### config.mk
export PLATFORM = sky130hd
export DESIGN_NAME = tdm_demux4_flat
export DESIGN_NICKNAME = d
export VERILOG_FILES = /design/src/rtl/tdm_demux4_pkg.sv /design/src/rtl/tdm_demux4_if.sv /design/src/rtl/tdm_demux4_slot_ctrl.sv /design/src/rtl/tdm_demux4.sv /design/src/flat_wrapper.sv
export SDC_FILE = /design/constraint.sdc
export NUM_CORES = 1
export LEC_CHECK = 0
export ABC_AREA = 0
export CAP_MARGIN = 20
export CORE_ASPECT_RATIO = 0.8
export CORE_UTILIZATION = 31
export CTS_CLUSTER_SIZE = 14
export DETAILED_ROUTE_END_ITERATION = 10
export PLACE_DENSITY_LB_ADDON = 0.25
export SYNTH_ARGS = -nofsm -noshare
export SYNTH_HDL_FRONTEND = slang
export SYNTH_HIERARCHICAL = 1
export SYNTH_SLANG_ARGS = --single-unit
### constraint.sdc
create_clock -name clk -period 4.2 [get_ports clk]
set_input_delay 1.26 -clock clk [delete_from_list [all_inputs] [get_ports clk]]
set_output_delay 1.26 -clock clk [all_outputs]
set_load 0.01 [all_outputs]
### src/rtl/tdm_demux4_pkg.sv
// Shared types for the 1-to-4 TDM demultiplexer: FSM states, slot index and channel count.
package tdm_demux_pkg;

  localparam int NUM_CH = 4;

  typedef enum logic {HUNT, LOCKED} demux_state_t;

  typedef logic [1:0] slot_t;

endpackage

### src/rtl/tdm_demux4_if.sv
// Bus bundle between the sender of the shared line and the demultiplexer.
interface tdm_demux4_if #(
  parameter int WIDTH = 1
);
  import tdm_demux_pkg::*;

  logic [WIDTH-1:0]  f;
  logic              f_valid;
  logic              frame_sync;
  logic              mode;
  logic              s1;
  logic              s2;
  logic [WIDTH-1:0]  x1;
  logic [WIDTH-1:0]  x2;
  logic [WIDTH-1:0]  x3;
  logic [WIDTH-1:0]  x4;
  logic [NUM_CH-1:0] x_valid;
  logic              frame_done;
  logic              sync_err;

  modport master (
    output f, f_valid, frame_sync, mode, s1, s2,
    input  x1, x2, x3, x4, x_valid, frame_done, sync_err
  );

  modport slave (
    input  f, f_valid, frame_sync, mode, s1, s2,
    output x1, x2, x3, x4, x_valid, frame_done, sync_err
  );

endinterface

### src/rtl/tdm_demux4_slot_ctrl.sv
// Slot controller: decides which channel (if any) the current sample goes to,
// tracks frame alignment in TDM mode and raises the registered frame/sync pulses.
module tdm_slot_ctrl
  import tdm_demux_pkg::*;
(
  input  logic  clk,
  input  logic  rst,
  input  logic  f_valid,
  input  logic  frame_sync,
  input  logic  mode,
  input  logic  s1,
  input  logic  s2,
  output logic  wr_en,
  output slot_t wr_slot,
  output logic  frame_done,
  output logic  sync_err
);

  demux_state_t state, state_nxt;
  slot_t        slot, slot_nxt;
  logic         frame_done_nxt;
  logic         sync_err_nxt;

  always_ff @(posedge clk) begin
    if (rst) begin
      state      <= HUNT;
      slot       <= '0;
      frame_done <= 1'b0;
      sync_err   <= 1'b0;
    end else begin
      state      <= state_nxt;
      slot       <= slot_nxt;
      frame_done <= frame_done_nxt;
      sync_err   <= sync_err_nxt;
    end
  end

  always_comb begin
    state_nxt      = state;
    slot_nxt       = slot;
    wr_en          = 1'b0;
    wr_slot        = slot;
    frame_done_nxt = 1'b0;
    sync_err_nxt   = 1'b0;

    if (mode) begin
      // Direct select keeps the TDM side parked so returning to TDM starts by hunting.
      state_nxt = HUNT;
      slot_nxt  = '0;
      wr_en     = f_valid;
      wr_slot   = {s2, s1};
    end else if (f_valid) begin
      unique case (state)
        HUNT: begin
          if (frame_sync) begin
            wr_en     = 1'b1;
            wr_slot   = '0;
            slot_nxt  = 2'd1;
            state_nxt = LOCKED;
          end
        end
        LOCKED: begin
          if (slot == 2'd0 && !frame_sync) begin
            sync_err_nxt = 1'b1;
            slot_nxt     = '0;
            state_nxt    = HUNT;
          end else if (slot != 2'd0 && frame_sync) begin
            // Early sync realigns on the new frame without completing the old one.
            sync_err_nxt = 1'b1;
            wr_en        = 1'b1;
            wr_slot      = '0;
            slot_nxt     = 2'd1;
          end else begin
            wr_en          = 1'b1;
            wr_slot        = slot;
            slot_nxt       = slot_t'(slot + 2'd1);
            frame_done_nxt = (slot == 2'd3);
          end
        end
        default: state_nxt = HUNT;
      endcase
    end
  end

endmodule

### src/rtl/tdm_demux4.sv
// Registered 1-to-4 demultiplexer: four hold registers fed from the shared line,
// steered by the slot controller in either TDM or direct-select mode.
module tdm_demux4
  import tdm_demux_pkg::*;
#(
  parameter int WIDTH = 1
) (
  input logic         clk,
  input logic         rst,
  tdm_demux4_if.slave bus
);

  logic             wr_en;
  slot_t            wr_slot;
  logic [WIDTH-1:0] ch [NUM_CH];
  logic [NUM_CH-1:0] x_valid;

  tdm_slot_ctrl u_slot_ctrl (
    .clk        (clk),
    .rst        (rst),
    .f_valid    (bus.f_valid),
    .frame_sync (bus.frame_sync),
    .mode       (bus.mode),
    .s1         (bus.s1),
    .s2         (bus.s2),
    .wr_en      (wr_en),
    .wr_slot    (wr_slot),
    .frame_done (bus.frame_done),
    .sync_err   (bus.sync_err)
  );

  always_ff @(posedge clk) begin
    if (rst) begin
      for (int i = 0; i < NUM_CH; i++) ch[i] <= '0;
      x_valid <= '0;
    end else begin
      x_valid <= '0;
      if (wr_en) begin
        ch[wr_slot]      <= bus.f;
        x_valid[wr_slot] <= 1'b1;
      end
    end
  end

  assign bus.x1      = ch[0];
  assign bus.x2      = ch[1];
  assign bus.x3      = ch[2];
  assign bus.x4      = ch[3];
  assign bus.x_valid = x_valid;

endmodule

### src/flat_wrapper.sv
// flat-port wrapper written by rule: the top's interface ports become plain ports
module tdm_demux4_flat import tdm_demux_pkg::*;
#(
  parameter int WIDTH = 1
)
  (clk, rst, bus_f, bus_f_valid, bus_frame_sync, bus_mode, bus_s1, bus_s2, bus_x1, bus_x2, bus_x3, bus_x4, bus_x_valid, bus_frame_done, bus_sync_err);
  tdm_demux4_if #(.WIDTH(WIDTH)) bus_i ();
  input logic clk;
  input logic rst;
  input wire logic [$bits(bus_i.f)-1:0] bus_f;
  input wire logic [$bits(bus_i.f_valid)-1:0] bus_f_valid;
  input wire logic [$bits(bus_i.frame_sync)-1:0] bus_frame_sync;
  input wire logic [$bits(bus_i.mode)-1:0] bus_mode;
  input wire logic [$bits(bus_i.s1)-1:0] bus_s1;
  input wire logic [$bits(bus_i.s2)-1:0] bus_s2;
  output wire logic [$bits(bus_i.x1)-1:0] bus_x1;
  output wire logic [$bits(bus_i.x2)-1:0] bus_x2;
  output wire logic [$bits(bus_i.x3)-1:0] bus_x3;
  output wire logic [$bits(bus_i.x4)-1:0] bus_x4;
  output wire logic [$bits(bus_i.x_valid)-1:0] bus_x_valid;
  output wire logic [$bits(bus_i.frame_done)-1:0] bus_frame_done;
  output wire logic [$bits(bus_i.sync_err)-1:0] bus_sync_err;
  assign bus_i.f = bus_f;
  assign bus_i.f_valid = bus_f_valid;
  assign bus_i.frame_sync = bus_frame_sync;
  assign bus_i.mode = bus_mode;
  assign bus_i.s1 = bus_s1;
  assign bus_i.s2 = bus_s2;
  assign bus_x1 = bus_i.x1;
  assign bus_x2 = bus_i.x2;
  assign bus_x3 = bus_i.x3;
  assign bus_x4 = bus_i.x4;
  assign bus_x_valid = bus_i.x_valid;
  assign bus_frame_done = bus_i.frame_done;
  assign bus_sync_err = bus_i.sync_err;
  tdm_demux4 #(.WIDTH(WIDTH)) u_core (.clk(clk), .rst(rst), .bus(bus_i));
endmodule
# Word level (Yosys, flattened, before mapping)
# Memories as Yosys holds them, arrays and structs flattened.
# Cells that the tools add are included.
[word_totals]
regBits = 9
ramBits = 4
inputBits = 8
elab_cells = 53
mem_count = 1
[memory_table]
columns = ["memory", "depth", "word_bits", "rd", "rd_ports_with_merged_regs", "wr", "line_no", "text"]
rows = [
  ["u_core.ch", 4, 1, 4, 0, 4, "tdm_demux4.sv:15", "logic [WIDTH-1:0] ch [NUM_CH];"],
]
[classes]
add_sub_neg = 1
order_cmp = 2
n_eq_ne = 2
mux = 27
bitwise = 3
n_reduce_logical = 12
[op_table]
columns = ["op", "n"]
rows = [
  ["$mux W2", 9],
  ["$mux W1", 14],
  ["$pmux W2 S2", 2],
  ["$reduce_or A6 Y1", 1],
  ["$reduce_or A2 Y1", 2],
  ["$reduce_or A4 Y1", 1],
  ["$logic_and A1 B1 Y1", 3],
  ["$lt A2 B3 Y1 const B", 1],
  ["$not A1 Y1", 3],
  ["$add A2 B1 Y2 const B", 1],
  ["$demux W1 S2", 1],
  ["$eq A2 B2 Y1 const B", 1],
  ["$ge A2 B1 Y1 const B", 1],
  ["$logic_not A2 Y1", 1],
  ["$ne A2 B2 Y1 const B", 1],
  ["$pmux W1 S2", 1],
  ["$reduce_and A2 Y1", 1],
  ["$reduce_bool A2 Y1", 1],
  ["$logic_not A1 Y1", 1],
  ["$reduce_or A1 Y1", 1],
]

# Logic depth before layout (Yosys ltp)
# Gate-level depths: netlist of the first run.
[depth]
word_depth = 11
ltp_mapped = 9

# Modules after synthesis
# The synthesis of the first run kept the hierarchy.
[by_module_without_submodules]
columns = ["mod", "instances", "cells_each", "area_each_um2", "seq_area_each_um2"]
rows = [
  ["tdm_demux4", 1, 26, 317.8, 200.2],
  ["tdm_slot_ctrl", 1, 33, 305.3, 100.1],
]

# Worst setup path after synthesis of the first run
# OpenSTA, ideal clock, no wires.
[synth_timing]
path_kind = "input to register"
startpoint = "in bus_frame_sync"
endpoint = "mem u_core.ch[0], enable pin"
setup_ps = 243
arrival_ps = 2210
required_time_ps = 3957
path_slack_ps = 1748
stages = 6
path_cell_list = "ha_1 > nand2b_1 > nand3b_1 > a22o_1 > inv_2 > a31o_1"
[synth_rtl]
columns = ["element", "line_no", "text"]
rows = [
  ["start: declaration", "flat_wrapper.sv:12", "input wire logic [$bits(bus_i.frame_sync)-1:0] bus_frame_sync;"],
  ["end: declaration", "tdm_demux4.sv:15", ""],
]

==> flow_summary_export.csv, run 1 <==
group,metric,value,unit
yosys,synth_edf_count,4,
placement,gp_congestion,0.836,
critical_path,cp.required,4.24,ns
finish,diodes,0,
yosys,synthDistinctLibCells,24,
clock_network,cts_root_buf,"clkbuf_4",
global_routing,grt_usage,0.120,
sta,rsz0062_at_grt,"false",
floorplan,dieArea,2190,um^2
placement,portBuffers,17,
sta,slew_headroom,0.799,
critical_path,cp.arrival,2.84,ns
sta,tightest_slew,0.301,ns
finish,area_growth,36.3,%
critical_path,crit_start,"bus_frame_sync",
yosys,avgSynthCellArea,10.6,um^2
drt,num_vias,482,
clock_network,cts_buffers,3,
drt,wirelength,1.10,mm
clock_network,cts.clk_slew.worst_paths,0.07,ns
clock_network,clock-sinks,13,
clock_network,clk_latency,0.27,ns
yosys,synth_seq_cells,13,
critical_path,cp-end-kind,"register",
yosys,synth.top_cell.area_share,0.289,
drt,drc,0,
critical_path,path_max_fanout,7,
drt,antenna_left,0,
power,powerDensity,292,nW/um^2
critical_path,critical-path-max-stage-delay,0.46,ns
sta,slew_viol_final,0,
clock_network,cts_resized,0,
critical_path,critical_path_class,"primary input to register",
floorplan,num_io_pins,18,
floorplan,core_area,1890,um^2
drt,drtIter0Drc,13,
critical_path,ff2ff_path_depth,9,
job,drv_cap,0,
placement,hpwl,864,um
critical_path,start_kind,"primary input",
sta,fin_setup_tns,0,ns
sta,period_share,0.669,
finish,stdcell_area,850,um^2
yosys,syn_area,623,um^2
min_path,worstHoldPathType,"register to register",
floorplan,initial_core_util,0.329,
yosys,yosys_warnings,6,
finish,fillCellCount,172,
clock_network,ctsHoldBuffers,0,
clock_network,cts_buffer_depth,2,
critical_path,endpoint,"u_core/ch[0]$_SDFFCE_PN0P_",
yosys,yosys-top-cells-area,"dfxtp_1 29%, edfxtp_1 19%, ha_1 8.0%, nor3_2 4.8%, nor2_1 4.2%",
clock_network,tritoncts,"built",
power,p_leak,0.000344,uW
yosys,ys.flop_type,"dfxtp_1",
outcome,run_status,"finished clean",
drt,wire_per_inst,10.5,um
critical_path,crit_buf_inv,2,
sta,finalHoldViolCount,0,
finish,drive_gt1_frac,0.138,
critical_path,crit_chain,"clkdlybuf4s50_1 > ha_1 > nand2b_1 > nand3b_1 > a22o_1 > inv_2 > a31o_1",
yosys,async_reset_ff_frac,0,
yosys,synth-seq-area-share,0.482,
yosys,syn_nets,71,
critical_path,r2r_slack,2.26,ns
global_routing,grt-ovfl-total,0,
sta,max_freq,0.356,GHz
sta,skew,0.00286,ns
yosys,yosysTopAreaCell,"dfxtp_1",
yosys,synth_cells,59,
critical_path,r2r-start,"u_core/u_slot_ctrl/slot[0]$_SDFFE_PP0P_",
global_routing,grt_max_degree,9,
floorplan,die_y,42.1,um
drt,vias_per_cell,4.63,
power,ir_worst_vdd,146,uV
clock_network,ctsHtreeMaxLevel,1,
critical_path,critical-path-slowest-cell,"clkdlybuf4s50_1",
sta,setup_viol,0,
global_routing,grt_pass1_vias,429,
critical_path,critPathTopFamily,"buffers and inverters",
critical_path,path_depth,7,
power,power,248,uW
global_routing,grt_pass1_wl,1.84,mm
placement,dpl_cell_area,823,um^2
sta,finalCriticalPeriod,2.81,ns
floorplan,die_x,52.1,um
finish,fin_nets,93,
drt,dr.pass1.iters,3,
clock_network,cts_setup_buffers,0,
critical_path,worstReg2RegEnd,"u_core/ch[0]$_SDFFCE_PN0P_",
floorplan,num_rows,14,
global_routing,antenna_found_initial,0,
[final cells by class]
cell class / count / area (um^2) / share of cell area
clock buffer: 4 / 26.3 / 0.0309
sequential: 13 / 300 / 0.353
multi-input combinational: 39 / 297 / 0.349
timing repair buffer: 17 / 170 / 0.200
inverter: 7 / 26.3 / 0.0309
tap: 24 / 30.0 / 0.0353
[cell families after synthesis]
family / Yosys count / share of synthesized area
AND/OR/NAND/NOR: 22 / 0.225
adder cells (fa/ha/maj): 4 / 0.0803
AO/OA/AOI/OAI: 13 / 0.171
flip-flops: 13 / 0.482
buffers and inverters: 7 / 0.0422
[synthesized netlist by cell type (3+ instances only)]
| cell type | n |
|---|---|
| dfxtp_1 | 9 |
| edfxtp_1 | 4 |
| ha_1 | 4 |
| inv_1 | 5 |
| nand2b_1 | 4 |
| nor2_1 | 7 |
| nor3_2 | 3 |
[layout by cell type, fill, tap and decap left out, types with 2 or more instances in the layout]
cell             instances
inv_2                    2
clkdlybuf4s50_1         17
ha_1                     4
nand2b_1                 4
edfxtp_1                 4
nor3_2                   3
clkbuf_4                 3
a22o_1                   2
nand3b_1                 2
a31o_2                   2
o21a_1                   2
dfxtp_1                  9
a31o_1                   2
nor2_1                   7
inv_1                    5
[report_power, final]
part	internal, uW	total (uW)	switching [uW]
sequential	134	136	1.68
clock	36.7	72.8	36.1
combinational	20.6	39.8	19.2
[metal layers]
| layer | global-route usage | vias to the layer above | part of all wire |
|---|---|---|---|
| met5 | 0 | - | 0 |
| met1 | 0.154 | 215 | 0.52 |
| met2 | 0.162 | 13 | 0.40 |
| met3 | 0.0688 | 2 | 0.068 |
| li1 | - | 252 | - |
| met4 | 0.0486 | 0 | 0.012 |
[worst min-delay path by stage]
stage / depth (start not counted) / to / slack, ns / start
floorplan: 1 / u_core/u_slot_ctrl/slot[0]$_SDFFE_PP0P_ / 0.50 / u_core/u_slot_ctrl/slot[0]$_SDFFE_PP0P_
global placement: 1 / u_core/u_slot_ctrl/slot[0]$_SDFFE_PP0P_ / 0.53 / u_core/u_slot_ctrl/slot[0]$_SDFFE_PP0P_
detailed placement: 1 / u_core/u_slot_ctrl/slot[0]$_SDFFE_PP0P_ / 0.52 / u_core/u_slot_ctrl/slot[0]$_SDFFE_PP0P_
CTS: 1 / u_core/u_slot_ctrl/slot[0]$_SDFFE_PP0P_ / 0.54 / u_core/u_slot_ctrl/slot[0]$_SDFFE_PP0P_
global route: 1 / u_core/u_slot_ctrl/slot[0]$_SDFFE_PP0P_ / 0.59 / u_core/u_slot_ctrl/slot[0]$_SDFFE_PP0P_
finish: 1 / u_core/u_slot_ctrl/slot[0]$_SDFFE_PP0P_ / 0.53 / u_core/u_slot_ctrl/slot[0]$_SDFFE_PP0P_
[state kept, by name (all words and copies together), names as in the netlist]
| signal | flops |
|---|---|
| u_core/bus.x_valid | 4 |
| u_core/ch | 4 |
| u_core/u_slot_ctrl/frame_done | 1 |
| u_core/u_slot_ctrl/state | 1 |
| u_core/u_slot_ctrl/slot | 2 |
| u_core/u_slot_ctrl/sync_err | 1 |
[metrics by stage]
stage	util	setup WS [ns]	cells	hold slack [ns]
CTS	0.449	1.42	104	0.538
finish	0.449	1.39	104	0.529
global placement	0.435	1.16	100	0.531
detailed placement	0.435	1.13	100	0.520
global route	0.449	1.29	104	0.594
floorplan	-	1.75	59	0.498
Note: power is estimated with default switching activity, not from simulation.
==> run 2: changes to the inputs <==
Clock period 4.2 ns to 2.7 ns, I/O delays scaled along.
==> run 2 against run 1 <==
  * Global-route usage grew 1.0 points
  * Combinational power grew 61%
  * Sequential share of layout area shrank 0.31 points
  * Critical endpoint unchanged
  * Setup slack lost 1.0 ns
  * Flip-flop and latch count is the same
  * Sequential power grew 55%
  * Count of clock-buffer cells in the layout is the same
  * Die area is the same
  * Final area grew 0.88%
  * Largest power group unchanged
==> flow_summary_export.csv, run 2 (same netlist as run 1, synthesis figures left out) <==
group,metric,value,unit
critical_path,endpoint,"u_core/ch[0]$_SDFFCE_PN0P_",
drt,antenna_left,0,
global_routing,grt_pass1_wl,2.01,mm
sta,fin_setup_tns,0,ns
clock_network,cts_root_buf,"clkbuf_4",
floorplan,initial_core_util,0.329,
critical_path,r2r-start,"u_core/u_slot_ctrl/slot[0]$_SDFFE_PP0P_",
min_path,hp-start,"u_core/u_slot_ctrl/slot[0]$_SDFFE_PP0P_",
clock_network,tritoncts,"built",
finish,post-route-util,0.453,
clock_network,cts_resized,0,
critical_path,crit_start,"bus_frame_sync",
clock_network,clk_latency,0.27,ns
clock_network,cts_buffers,3,
power,p_leak,0.000349,uW
sta,finalCriticalPeriod,2.34,ns
sta,hold_slack,0.544,ns
clock_network,cts_buffer_depth,2,
critical_path,r2r_slack,0.76,ns
finish,layout.cells.non_filler,105,
sta,setup_viol,0,
critical_path,critical-path-max-stage-delay,0.46,ns
global_routing,grt_busiest_layer,"met2",
clock_network,clock-sinks,13,
power,powerDensity,457,nW/um^2
drt,drtIter0Drc,25,
placement,hpwl,883,um
critical_path,critical_path_class,"primary input to register",
power,ir_worst_vdd,241,uV
placement,place_ws,0.0958,ns
critical_path,path_max_fanout,7,
drt,wirelength,1.16,mm
global_routing,use_met2,0.179,
finish,area_growth,37.6,%
sta,slew_viol_final,0,
floorplan,core_area,1890,um^2
critical_path,cp.arrival,2.38,ns
sta,rsz0062_at_grt,"false",
critical_path,crit_chain,"clkdlybuf4s50_1 > ha_1 > nand2b_1 > nand3b_1 > a22o_1 > inv_2 > a31o_1",
floorplan,num_rows,14,
drt,num_vias,517,
global_routing,grt_use_met1,0.176,
finish,fin_nets,94,
finish,final_common_cell,"clkdlybuf4s50_1",
critical_path,ff2ff_path_depth,9,
floorplan,dieArea,2190,um^2
clock_network,ctsHtreeMaxLevel,1,
min_path,worstHoldPathType,"register to register",
sta,fin_ws,0.359,ns
critical_path,cp-end-kind,"register",
global_routing,antenna_found_initial,0,
finish,final_cell_mix,"17 x clkdlybuf4s50_1, 9 x dfxtp_1, 7 x nor2_1, 5 x inv_1",
finish,diodes,0,
floorplan,num_io_pins,18,
drt,drc,0,
global_routing,use_met3,0.0580,
clock_network,cts.clk_slew.worst_paths,0.07,ns
drt,vias_per_cell,4.92,
critical_path,start_kind,"primary input",
placement,portBuffers,17,
global_routing,grt_max_degree,9,
placement,gp_congestion,0.832,
placement,post-place-cells,101,
sta,max_freq,0.427,GHz
sta,tightest_slew,0.314,ns
global_routing,grt_pass1_vias,459,
sta,skew,0.00137,ns
drt,dr.pass1.iters,4,
finish,largest_registers,"u_core/bus.x_valid x4, u_core/ch x4, u_core/u_slot_ctrl/slot x2",
outcome,run_status,"finished clean",
floorplan,die_x,52.1,um
sta,slew_headroom,0.790,
critical_path,critical-path-slowest-cell,"clkdlybuf4s50_1",
global_routing,grt_usage,0.130,
clock_network,ctsHoldBuffers,0,
job,drv_cap,0,
critical_path,cp.required,2.74,ns
critical_path,worstReg2RegEnd,"u_core/ch[0]$_SDFFCE_PN0P_",
clock_network,cts_setup_buffers,0,
global_routing,grt-ovfl-total,0,
finish,drive_gt1_frac,0.148,
sta,period_share,0.867,
sta,finalHoldViolCount,0,
floorplan,die_y,42.1,um
drt,wire_per_inst,11.1,um
-- run 2: cell count changes in the layout (fill, tap and decap cells not counted) --
cell   before  now
buf_4       0    1
-- run 2: metrics by stage --
step           power [uW]  area [um^2]
6_report              392          857
3_5_place_dp          279          831
3_3_place_gp          279          831
4_1_cts               397          857
5_1_grt               414          857
2_1_floorplan         247          623
-- run 2: worst min-delay path by stage --
| stage | endpoint | depth (start not counted) | slack (ns) |
|---|---|---|---|
| 6_report | u_core/u_slot_ctrl/slot[0]$_SDFFE_PP0P_ | 1 | 0.54 |
| 5_1_grt | u_core/u_slot_ctrl/slot[0]$_SDFFE_PP0P_ | 1 | 0.61 |
| 4_1_cts | u_core/u_slot_ctrl/slot[0]$_SDFFE_PP0P_ | 1 | 0.55 |
| 3_5_place_dp | u_core/u_slot_ctrl/slot[0]$_SDFFE_PP0P_ | 1 | 0.53 |
| 3_3_place_gp | u_core/u_slot_ctrl/slot[0]$_SDFFE_PP0P_ | 1 | 0.52 |
| 2_1_floorplan | u_core/u_slot_ctrl/slot[0]$_SDFFE_PP0P_ | 1 | 0.50 |
-- run 2: power by group --
group	internal, uW	switching, uW
clock	57.2	60.0
sequential	208	2.78
combinational	33.3	30.6
-- run 2: critical path, delay by kind of cell --
kind,cells,cell delay [ns]
AO/OA/AOI/OAI,2,0.52
adder cells (fa/ha/maj),1,0.23
buffers and inverters,2,0.55
AND/OR/NAND/NOR,2,0.28
-- run 2: area by class of cell --
type / instances / area [um^2]
fillers: 193 / 1030
repair buffers: 18 / 178
inverters: 7 / 26.3
multi-input cells: 39 / 297
well taps: 24 / 30.0
flip-flops and latches: 13 / 300
clock buffers: 4 / 26.3
-- run 2: routing by layer --
metal	share of wire	routed length, um	up-vias
met5	0	0	-
met4	0.011	13	0
met3	0.074	86	2
met2	0.41	482	19
met1	0.50	582	243
li1	-	-	253
